$ cat config.mk
export PLATFORM = sky130hd
export DESIGN_NAME = fp_mul_pipe_flat
export DESIGN_NICKNAME = d
export VERILOG_FILES = /design/src/rtl/fp_mul_pkg.sv /design/src/rtl/fp_mul_pipe_if.sv /design/src/rtl/fp_mul_round.sv /design/src/rtl/fp_mul_pipe.sv /design/src/flat_wrapper.sv
export SDC_FILE = /design/constraint.sdc
export NUM_CORES = 2
export LEC_CHECK = 0
export ABC_AREA = 0
export CORE_ASPECT_RATIO = 1.1
export CORE_MARGIN = 8
export CORE_UTILIZATION = 45
export CTS_CLUSTER_DIAMETER = 120
export DETAILED_ROUTE_END_ITERATION = 12
export GPL_TIMING_DRIVEN = 0
export SLEW_MARGIN = 30
export SYNTH_ARGS = -nofsm -noshare
export SYNTH_HDL_FRONTEND = slang
export SYNTH_SLANG_ARGS = --single-unit
$ cat constraint.sdc
create_clock -name clk -period 5.9 [get_ports clk]
set_clock_uncertainty 0.1 [all_clocks]
set_input_delay 1.475 -clock clk [delete_from_list [all_inputs] [get_ports clk]]
set_output_delay 1.475 -clock clk [all_outputs]
set_load 0.01 [all_outputs]
$ cat src/rtl/fp_mul_pkg.sv
// rtl/fp_mul_pkg.sv - shared types and format constants for the pipelined FP multiplier
package fp_mul_pkg;

  typedef enum logic [1:0] {
    RM_RNE = 2'd0,
    RM_RTZ = 2'd1,
    RM_RUP = 2'd2,
    RM_RDN = 2'd3
  } rm_e;

  typedef enum logic [1:0] {
    CL_NORM = 2'd0,
    CL_ZERO = 2'd1,
    CL_INF  = 2'd2,
    CL_NAN  = 2'd3
  } fp_class_e;

  typedef struct packed {
    logic invalid;
    logic overflow;
    logic underflow;
    logic inexact;
  } fp_flags_t;

  function automatic int fp_bias(input int exp_w);
    return (1 << (exp_w - 1)) - 1;
  endfunction

  function automatic int fp_exp_max(input int exp_w);
    return (1 << exp_w) - 1;
  endfunction

  // Canonical quiet NaN: sign 0, exponent all ones, only the fraction MSB set.
  function automatic logic [63:0] fp_qnan(input int exp_w, input int man_w);
    logic [63:0] q;
    q = (((64'd1 << exp_w) - 64'd1) << man_w) | (64'd1 << (man_w - 1));
    return q;
  endfunction

endpackage

$ cat src/rtl/fp_mul_pipe_if.sv
// rtl/fp_mul_pipe_if.sv - operand/result stream interface of the FP multiplier
interface fp_mul_pipe_if #(
  parameter int EXP_W = 8,
  parameter int MAN_W = 23
);
  localparam int W = 1 + EXP_W + MAN_W;

  logic         in_valid;
  logic         in_ready;
  logic [W-1:0] a;
  logic [W-1:0] b;
  logic [1:0]   rm;
  logic         out_valid;
  logic         out_ready;
  logic [W-1:0] y;
  logic [3:0]   flags;

  modport master (
    output in_valid, a, b, rm, out_ready,
    input  in_ready, out_valid, y, flags
  );

  modport slave (
    input  in_valid, a, b, rm, out_ready,
    output in_ready, out_valid, y, flags
  );
endinterface

$ cat src/rtl/fp_mul_round.sv
// rtl/fp_mul_round.sv - stage-3 rounding, overflow/underflow handling and result packing
module fp_mul_round
  import fp_mul_pkg::*;
#(
  parameter int EXP_W = 8,
  parameter int MAN_W = 23
) (
  input  logic                    i_sign,
  input  logic signed [EXP_W+1:0] i_exp,
  input  logic [MAN_W-1:0]        i_frac,
  input  logic                    i_guard,
  input  logic                    i_round,
  input  logic                    i_sticky,
  input  rm_e                     i_rm,
  input  fp_class_e               i_cls,
  input  logic                    i_invalid,
  output logic [EXP_W+MAN_W:0]    o_y,
  output fp_flags_t               o_flags
);
  localparam logic signed [EXP_W+1:0] EXP_MAX_S = (EXP_W+2)'(fp_exp_max(EXP_W));
  localparam logic signed [EXP_W+1:0] ZERO_S    = '0;
  localparam logic [EXP_W+MAN_W:0]    QNAN      = (EXP_W+MAN_W+1)'(fp_qnan(EXP_W, MAN_W));

  logic                    w_lost;
  logic                    w_round_up;
  logic                    w_to_inf;
  logic [MAN_W:0]          w_inc;
  logic signed [EXP_W+1:0] w_exp_r;

  always_comb begin
    w_lost     = i_guard | i_round | i_sticky;
    w_round_up = 1'b0;
    case (i_rm)
      RM_RNE:  w_round_up = i_guard & (i_round | i_sticky | i_frac[0]);
      RM_RUP:  w_round_up = !i_sign & w_lost;
      RM_RDN:  w_round_up = i_sign & w_lost;
      default: w_round_up = 1'b0;
    endcase
    // Fraction overflow means 1.11..1 became 10.00..0: fraction is already zero, bump exponent.
    w_inc    = {1'b0, i_frac} + (MAN_W+1)'(w_round_up);
    w_exp_r  = i_exp + (EXP_W+2)'(w_inc[MAN_W]);
    w_to_inf = (i_rm == RM_RNE) || (i_rm == RM_RUP && !i_sign) || (i_rm == RM_RDN && i_sign);

    o_y     = '0;
    o_flags = '0;
    case (i_cls)
      CL_NAN: begin
        o_y             = QNAN;
        o_flags.invalid = i_invalid;
      end
      CL_INF:  o_y = {i_sign, {EXP_W{1'b1}}, {MAN_W{1'b0}}};
      CL_ZERO: o_y = {i_sign, {(EXP_W+MAN_W){1'b0}}};
      default: begin
        if (i_exp <= ZERO_S) begin
          o_y               = {i_sign, {(EXP_W+MAN_W){1'b0}}};
          o_flags.underflow = 1'b1;
          o_flags.inexact   = 1'b1;
        end else if (w_exp_r >= EXP_MAX_S) begin
          o_y              = w_to_inf ? {i_sign, {EXP_W{1'b1}}, {MAN_W{1'b0}}}
                                      : {i_sign, {(EXP_W-1){1'b1}}, 1'b0, {MAN_W{1'b1}}};
          o_flags.overflow = 1'b1;
          o_flags.inexact  = 1'b1;
        end else begin
          o_y             = {i_sign, w_exp_r[EXP_W-1:0], w_inc[MAN_W-1:0]};
          o_flags.inexact = w_lost;
        end
      end
    endcase
  end

endmodule

$ cat src/rtl/fp_mul_pipe.sv
// rtl/fp_mul_pipe.sv - 3-stage IEEE-754 multiplier with valid/ready streaming and FTZ
module fp_mul_pipe
  import fp_mul_pkg::*;
#(
  parameter int EXP_W = 8,
  parameter int MAN_W = 23
) (
  input  logic         clk,
  input  logic         rst_n,
  fp_mul_pipe_if.slave bus
);
  localparam int W  = 1 + EXP_W + MAN_W;
  localparam int PW = 2 * MAN_W + 2;
  localparam logic signed [EXP_W+1:0] BIAS_S = (EXP_W+2)'(fp_bias(EXP_W));

  logic                    w_en;
  logic                    w_sa, w_sb;
  logic [EXP_W-1:0]        w_ea, w_eb;
  logic [MAN_W-1:0]        w_fa, w_fb;
  logic                    w_a_zero, w_b_zero, w_a_inf, w_b_inf;
  logic                    w_a_nan, w_b_nan, w_a_snan, w_b_snan;
  fp_class_e               w_cls;
  logic                    w_invalid;
  logic signed [EXP_W+1:0] w_exp_sum;
  logic [PW-1:0]           w_prod;

  logic                    r1_valid, r1_sign, r1_invalid;
  logic signed [EXP_W+1:0] r1_exp;
  logic [PW-1:0]           r1_prod;
  rm_e                     r1_rm;
  fp_class_e               r1_cls;

  logic                    w_hi;
  logic signed [EXP_W+1:0] w_exp_n;
  logic [MAN_W-1:0]        w_frac_n;
  logic                    w_g, w_r, w_s;

  logic                    r2_valid, r2_sign, r2_invalid, r2_g, r2_r, r2_s;
  logic signed [EXP_W+1:0] r2_exp;
  logic [MAN_W-1:0]        r2_frac;
  rm_e                     r2_rm;
  fp_class_e               r2_cls;

  logic [W-1:0]            w_y;
  fp_flags_t               w_flags;
  logic                    r3_valid;
  logic [W-1:0]            r3_y;
  fp_flags_t               r3_flags;

  // Whole pipe advances together; a stalled output freezes every stage.
  assign w_en          = !r3_valid || bus.out_ready;
  assign bus.in_ready  = w_en;
  assign bus.out_valid = r3_valid;
  assign bus.y         = r3_y;
  assign bus.flags     = r3_flags;

  assign {w_sa, w_ea, w_fa} = bus.a;
  assign {w_sb, w_eb, w_fb} = bus.b;

  // Zero exponent field covers subnormals too (flush-to-zero on input).
  assign w_a_zero = (w_ea == '0);
  assign w_b_zero = (w_eb == '0);
  assign w_a_inf  = (w_ea == '1) && (w_fa == '0);
  assign w_b_inf  = (w_eb == '1) && (w_fb == '0);
  assign w_a_nan  = (w_ea == '1) && (w_fa != '0);
  assign w_b_nan  = (w_eb == '1) && (w_fb != '0);
  assign w_a_snan = w_a_nan && !w_fa[MAN_W-1];
  assign w_b_snan = w_b_nan && !w_fb[MAN_W-1];

  always_comb begin
    w_cls     = CL_NORM;
    w_invalid = 1'b0;
    if (w_a_nan || w_b_nan) begin
      w_cls     = CL_NAN;
      w_invalid = w_a_snan || w_b_snan;
    end else if ((w_a_inf && w_b_zero) || (w_b_inf && w_a_zero)) begin
      w_cls     = CL_NAN;
      w_invalid = 1'b1;
    end else if (w_a_inf || w_b_inf) begin
      w_cls = CL_INF;
    end else if (w_a_zero || w_b_zero) begin
      w_cls = CL_ZERO;
    end
  end

  assign w_exp_sum = $signed({2'b00, w_ea}) + $signed({2'b00, w_eb}) - BIAS_S;
  assign w_prod    = PW'({1'b1, w_fa}) * PW'({1'b1, w_fb});

  // Product lies in [1,4): an MSB set means value >= 2, so drop one more bit and bump exp.
  assign w_hi     = r1_prod[PW-1];
  assign w_exp_n  = r1_exp + (EXP_W+2)'(w_hi);
  assign w_frac_n = w_hi ? r1_prod[2*MAN_W:MAN_W+1] : r1_prod[2*MAN_W-1:MAN_W];
  assign w_g      = w_hi ? r1_prod[MAN_W]   : r1_prod[MAN_W-1];
  assign w_r      = w_hi ? r1_prod[MAN_W-1] : r1_prod[MAN_W-2];
  assign w_s      = w_hi ? |r1_prod[MAN_W-2:0] : |r1_prod[MAN_W-3:0];

  fp_mul_round #(.EXP_W(EXP_W), .MAN_W(MAN_W)) u_round (
    .i_sign   (r2_sign),
    .i_exp    (r2_exp),
    .i_frac   (r2_frac),
    .i_guard  (r2_g),
    .i_round  (r2_r),
    .i_sticky (r2_s),
    .i_rm     (r2_rm),
    .i_cls    (r2_cls),
    .i_invalid(r2_invalid),
    .o_y      (w_y),
    .o_flags  (w_flags)
  );

  always_ff @(posedge clk or negedge rst_n) begin
    if (!rst_n) begin
      r1_valid   <= 1'b0;
      r1_sign    <= 1'b0;
      r1_invalid <= 1'b0;
      r1_exp     <= '0;
      r1_prod    <= '0;
      r1_rm      <= RM_RNE;
      r1_cls     <= CL_ZERO;
      r2_valid   <= 1'b0;
      r2_sign    <= 1'b0;
      r2_invalid <= 1'b0;
      r2_g       <= 1'b0;
      r2_r       <= 1'b0;
      r2_s       <= 1'b0;
      r2_exp     <= '0;
      r2_frac    <= '0;
      r2_rm      <= RM_RNE;
      r2_cls     <= CL_ZERO;
      r3_valid   <= 1'b0;
      r3_y       <= '0;
      r3_flags   <= '0;
    end else if (w_en) begin
      r1_valid <= bus.in_valid;
      if (bus.in_valid) begin
        r1_sign    <= w_sa ^ w_sb;
        r1_invalid <= w_invalid;
        r1_exp     <= w_exp_sum;
        r1_prod    <= w_prod;
        r1_rm      <= rm_e'(bus.rm);
        r1_cls     <= w_cls;
      end
      r2_valid <= r1_valid;
      if (r1_valid) begin
        r2_sign    <= r1_sign;
        r2_invalid <= r1_invalid;
        r2_g       <= w_g;
        r2_r       <= w_r;
        r2_s       <= w_s;
        r2_exp     <= w_exp_n;
        r2_frac    <= w_frac_n;
        r2_rm      <= r1_rm;
        r2_cls     <= r1_cls;
      end
      r3_valid <= r2_valid;
      if (r2_valid) begin
        r3_y     <= w_y;
        r3_flags <= w_flags;
      end
    end
  end

endmodule
$ cat src/flat_wrapper.sv
// flat-port wrapper written by rule: the top's interface ports become plain ports
module fp_mul_pipe_flat import fp_mul_pkg::*;
#(
  parameter int EXP_W = 8,
  parameter int MAN_W = 23
)
  (clk, rst_n, bus_in_valid, bus_a, bus_b, bus_rm, bus_out_ready, bus_in_ready, bus_out_valid, bus_y, bus_flags);
  fp_mul_pipe_if #(.EXP_W(EXP_W), .MAN_W(MAN_W)) bus_i ();
  input  logic clk;
  input  logic rst_n;
  input wire logic [$bits(bus_i.in_valid)-1:0] bus_in_valid;
  input wire logic [$bits(bus_i.a)-1:0] bus_a;
  input wire logic [$bits(bus_i.b)-1:0] bus_b;
  input wire logic [$bits(bus_i.rm)-1:0] bus_rm;
  input wire logic [$bits(bus_i.out_ready)-1:0] bus_out_ready;
  output wire logic [$bits(bus_i.in_ready)-1:0] bus_in_ready;
  output wire logic [$bits(bus_i.out_valid)-1:0] bus_out_valid;
  output wire logic [$bits(bus_i.y)-1:0] bus_y;
  output wire logic [$bits(bus_i.flags)-1:0] bus_flags;
  assign bus_i.in_valid = bus_in_valid;
  assign bus_i.a = bus_a;
  assign bus_i.b = bus_b;
  assign bus_i.rm = bus_rm;
  assign bus_i.out_ready = bus_out_ready;
  assign bus_in_ready = bus_i.in_ready;
  assign bus_out_valid = bus_i.out_valid;
  assign bus_y = bus_i.y;
  assign bus_flags = bus_i.flags;
  fp_mul_pipe #(.EXP_W(EXP_W), .MAN_W(MAN_W)) u_core (.clk(clk), .rst_n(rst_n), .bus(bus_i));
endmodule
### Word-level counts from Yosys, hierarchy flattened

Index checks and enable logic that the tools add are counted.

* add/sub/neg operators: 5
* multiply operators: 1
* div/mod/pow operators: 0
* magnitude comparators: 2
* equality and inequality tests: 7
* shift operators: 0
* mux-type cells: 22
* bitwise operators: 8
* reduce and logical (&&, ||, !) cells: 35

Operators with widths (count)
* $pmux W32 S3: 1
* $mux W31: 2
* $mul A24 B24 Y48: 1
* $logic_not A23 Y1: 2
* $reduce_bool A23 Y1: 2
* $add A23 B1 Y24: 1
* $mux W24: 1
* $mux W23: 1
* $reduce_or A22 Y1: 1
* $reduce_or A21 Y1: 1
* $add A10 B1 Y10: 2
* $eq A8 B8 Y1 const B: 2
* $logic_not A8 Y1: 2
* $mux W1: 12
* $ge A10 B9 Y1 const B: 1
* $le A10 B1 Y1 const B: 1
* $logic_and A1 B1 Y1: 10
* $sub A10 B8 Y10 const B: 1
* $add A8 B8 Y9: 1
* $eq A2 B2 Y1 const B: 4
* $logic_or A1 B1 Y1: 8
* $mux W2: 3
* $reduce_and A2 Y1: 3
* $logic_not A1 Y1: 4
* 8 further kinds: 13

* bits in registers: 145
* latch bits: 0
* bits in writable memories: 0
* memory bits (read-only): 0
* bits of input ports: 70
* word-level logic and storage cells: 103
* memories: 0

### Depth between registers and ports, before layout

* word-level depth: 10
* mapped depth: 26
* depth with buffers taken out: 24

### Modules after synthesis

A second synthesis with hierarchy kept.

* cell total of the unflattened synthesis: 2927
* area, all modules: 26369.0 sq um

By module, submodules not included
* fp_mul_pipe: times used 1, cells each 2769, area an instance 25220.4 sq um
* fp_mul_round: times used 1, cells each 158, area an instance 1148.6 sq um

### Worst setup path after synthesis

Ideal clock, no wire load.

* path type: input to register
* start: input port bus_b[3]
* end: register u_core.r1_prod[46]
* arrival: 7.629 ns
* data required time: 5.731 ns
* setup slack: -1.898 ns
* stages: 25
* path buffers: 1
* path through: clkbuf_1 nand2_1 fa_1 inv_1 fa_1 inv_1 fa_1 inv_1 fa_1 inv_1 fa_1 inv_1 fa_1 inv_1 fa_1 inv_1 ha_1 o21ai_0 a22oi_4 a311o_2 o2111ai_2 a211oi_4 nor4_2 or4_1 nand3_1

* cells in the longest elaborated chain, start to end: 1

RTL lines
* start, declared: line flat_wrapper.sv:13 `input wire logic [$bits(bus_i.b)-1:0] bus_b;`
* $mul A24 B24 Y48: line fp_mul_pipe.sv:87 `assign w_prod = PW'({1'b1, w_fa}) * PW'({1'b1, w_fb});`
* end signal, assigned: line fp_mul_pipe.sv:139 `r1_prod <= w_prod;`
* end, declared: line fp_mul_pipe.sv:29 `logic [PW-1:0] r1_prod;`

No other way between the ends.
A chain may end at the register's enable or synchronous reset.

### Worst setup path after layout

* start: input port bus_b[13]
* end: register u_core.r1_prod[45]

Same word-level chain as after synthesis.

==> summary.md <==
| Metric | Value |
|---|---|
| Status | `finished with violations` |
| Violated checks | `negative setup slack` |
| Routability congestion estimate | `1.01` |
| Final setup violation count | `37` |
| Library cell with the largest summed area after synthesis | `sky130_fd_sc_hd__fa_1` |
| Worst Reg-to-Reg Cells | `21` |
| Capture endpoint of the worst hold path | `u_core.r1_prod[0]` |
| Startpoint kind of the worst setup timing path | `primary input` |
| # IOs | `108` |
| Hold Crit Depth | `2` |
| Root buffer cell | `sky130_fd_sc_hd__clkbuf_16` |
| Fin crit period | `7810 ps` |
| CP arrival | `8050 ps` |
| Clk_lat worst skew | `430 ps` |
| Net count of the finished layout | `3895` |
| Cts-stage hold buffer count | `0` |
| Initial antenna violation count | `2` |
| Core Util, Final | `0.564` |
| Total iterations of the first detailed-routing run | `5` |
| Initial Util | `0.455` |
| Required @ worst endpoint | `6130 ps` |
| Via total after detailed routing | `20900` |
| Syn Nets | `3637` |
| Max-slew violation total from the final report | `0` |
| FF-to-FF setup slack | `760 ps` |
| Type of the tightest min-delay check | `reg -> reg` |
| Filler cell count | `5119` |
| Crit path kind | `in -> reg` |
| Remaining antenna violation count | `0` |
| Fin crit share | `1.32` |
| Setup Total Neg Slack | `-50950 ps` |
| Max capacitance violation total | `0` |
| Number of sinks handled by clock tree synthesis | `145` |
| Via count of the first global-routing pass | `22400` |
| Most frequently used cell type in the post-synthesis netlist | `sky130_fd_sc_hd__inv_1` |
| Met2 WL post-DR | `43300 µm` |
| Async SR Flop Fraction | `1.00` |
| GR Util All Layers | `0.281` |
| Highest fanout seen on the critical path | `10` |
| Iter 0 DRT Violations | `1129` |
| Total of flip-flops plus latches after synthesis | `145` |
| Number of warnings printed during yosys synthesis | `0` |
| Post-DP HPWL | `73200 µm` |
| CTS buffer count | `17` |
| Wire length of the first global-routing pass | `138000 µm` |
| Leading register cell type out of synthesis | `sky130_fd_sc_hd__dfrtp_1` |
| Pin count of the biggest net entering global routing | `89` |
| Ratio of cells with drive above 1 in the final layout | `0.166` |
| Reg2Reg Capture Point | `u_core.bus.y[23]` |
| Top layer in use | `met4` |
| Die X-Extent | `245 µm` |
| Transition time at the pin with the least slew margin | `895 ps` |
| Tightest slew margin relative to the limit | `0.402` |
| Setup repair after global routing missed its margin | `true` |
| Fmax | `128 MHz` |
| Mapped cell area | `26000 µm²` |
| Length of routed wiring on met1 | `35900 µm` |
| Core box area | `57200 µm²` |
| Crit path capture type | `flop` |
| CTS tree | `yes` |
| DRC violations left | `0` |
| Count of final hold-check violations | `0` |
| Worst flop-to-flop path startpoint | `u_core.r2_rm[0]` |
| Cell area after placement | `28600 µm²` |
| Per-instance average area after synthesis | `8.98 µm²` |
| Sum of routed wire length over all layers | `91000 µm` |
| Aggregate global routing overflow | `0` |
| I/O Buffers | `106` |
| Clock-pin slew of the registers on the worst-case setup and hold paths | `70 ps` |
| Avg WL per Cell | `23.2 µm` |
| Number of cell rows | `92` |
| Hold path startpoint | `u_core.r1_prod[0]` |
| EDFF count, synth | `0` |
| Post-Place Worst Slack | `-3890 ps` |
| Floorplan die height | `268 µm` |
| Synth-to-layout area growth | `24.1%` |
| Post-synth top area share | `0.372` |
| Post-route worst setup slack | `-1910 ps` |
| Maximum root-to-sink buffer count | `2` |
| Share of the yosys chip area belonging to registers | `0.140` |
| Deepest level of the CTS H-tree | `4` |
| Final Instance Area | `32300 µm²` |
| Synthesized instance count | `2895` |
| Synth top cells by count | `sky130_fd_sc_hd__inv_1, sky130_fd_sc_hd__fa_1, sky130_fd_sc_hd__nand2_1` |
| Via count normalized by instance count | `5.33` |
| Total length of routed met3 wires | `6090 µm` |
| Top area cells in the synthesized netlist | `sky130_fd_sc_hd__fa_1, sky130_fd_sc_hd__dfrtp_1, sky130_fd_sc_hd__ha_1, sky130_fd_sc_hd__inv_1, sky130_fd_sc_hd__and2_1` |
| Die area | `65800 µm²` |
| Library cells used by synthesis | `80` |
[state kept, by name, indices dropped and copies added, names as in the netlist, 2 cells and up]
register / cells
u_core.bus.flags: 4
u_core.bus.y: 32
u_core.r1_cls: 2
u_core.r1_exp: 10
u_core.r1_prod: 48
u_core.r1_rm: 2
u_core.r2_cls: 2
u_core.r2_exp: 10
u_core.r2_frac: 23
u_core.r2_rm: 2
[worst max path at each step]
| stage | from | to | slack, ps | cells past startpoint |
|---|---|---|---|---|
| floorplan | bus_a[14] | u_core.r1_prod[45] | -1600 | 24 |
| global placement | bus_a[16] | u_core.r1_prod[39] | -3880 | 25 |
| detailed placement | bus_a[16] | u_core.r1_prod[39] | -3890 | 25 |
| CTS | bus_a[10] | u_core.r1_prod[45] | -1880 | 25 |
| global route | bus_b[12] | u_core.r1_prod[45] | -2040 | 26 |
| finish | bus_b[13] | u_core.r1_prod[45] | -1910 | 23 |
[layer usage]
metal  up-vias  GRT usage
met5         -          0
met4         0      0.146
met3       199     0.0458
met2       736      0.474
met1     10500      0.345
li1       9406          -
[what timing repair did]
item / CTS / global route
buffers inserted: 88 / 43
pin swaps: 72 / 109
gates cloned: 7 / 1
endpoints found under the setup margin: 41 / 38
gates resized for setup: 634 / 135
[worst max-delay path, cell delays in order]
cell and delay, ps:
sky130_fd_sc_hd__buf_4 170, sky130_fd_sc_hd__clkbuf_8 190, sky130_fd_sc_hd__and2_1 170, sky130_fd_sc_hd__fa_1 490, sky130_fd_sc_hd__inv_2 40, sky130_fd_sc_hd__fa_1 510
sky130_fd_sc_hd__inv_2 50, sky130_fd_sc_hd__fa_1 480, sky130_fd_sc_hd__fa_2 630, sky130_fd_sc_hd__fa_2 490, sky130_fd_sc_hd__fa_1 540, sky130_fd_sc_hd__inv_2 40
sky130_fd_sc_hd__fa_2 620, sky130_fd_sc_hd__inv_2 70, sky130_fd_sc_hd__ha_4 310, sky130_fd_sc_hd__nand2_4 60, sky130_fd_sc_hd__a211oi_4 270, sky130_fd_sc_hd__a21oi_4 60
sky130_fd_sc_hd__a41o_1 250, sky130_fd_sc_hd__o31ai_4 370, sky130_fd_sc_hd__a21oi_2 120, sky130_fd_sc_hd__or3_1 330, sky130_fd_sc_hd__o311ai_2 270
[logic make-up after synthesis]
kind of cell | Yosys count | synth area share
adders and majority gates | 672 | 0.463
xor gates and xnor gates | 81 | 0.0273
buffers and inverters | 729 | 0.106
muxes | 37 | 0.0147
AOI/OAI and AO/OA | 287 | 0.0727
DFF | 145 | 0.140
and+or+nand+nor | 944 | 0.177
[per-stage QoR]
step / cells / hold WS (ps)
final: 3920 / 368
after global routing: 3919 / 411
after CTS: 3880 / 371
after detailed placement: 3754 / 357
after global placement: 3753 / 349
after floorplan: 2895 / 334
[cell usage in the layout (no fill, tap or decap), drive strengths merged, types with 5 or more instances in the layout]
cell	netlist	final
a211oi	9	9
a21o	21	21
a21oi	87	87
a221o	9	9
a22oi	25	25
a31oi	8	8
and2	265	265
and3	12	12
buf	19	205
bufinv	0	5
clkbuf	120	129
clkdlybuf4s50	0	60
clkinv	3	7
clkinvlp	0	6
dfrtp	143	143
fa	483	483
ha	189	189
inv	587	586
mux2	10	10
mux2i	27	27
nand2	408	408
nand2b	12	12
nand3	42	42
nand4	17	17
nor2	113	113
nor3	20	20
nor3b	6	6
nor4	23	23
o211ai	5	5
o21a	8	8
o21ai	70	70
o21bai	6	6
o31ai	6	6
or4	5	5
xnor2	43	43
xor2	38	38
[final cells by class]
cell class                      instances  area, µm²  share of cell area
Antenna cell                            2       5.00            0.000155
Buffer                                137       1780              0.0551
Clock buffer                           18        429              0.0133
Clock inverter                         14        213             0.00659
Inverter                              590       2250              0.0698
Multi-Input combinational cell       2021      20600               0.639
Sequential cell                       145       3630               0.112
Tap cell                              752        941              0.0291
Timing Repair Buffer                  241       2420              0.0748
Power is not shown: default switching activity piles up to over one toggle a cycle in this logic, so the estimate is an artifact.
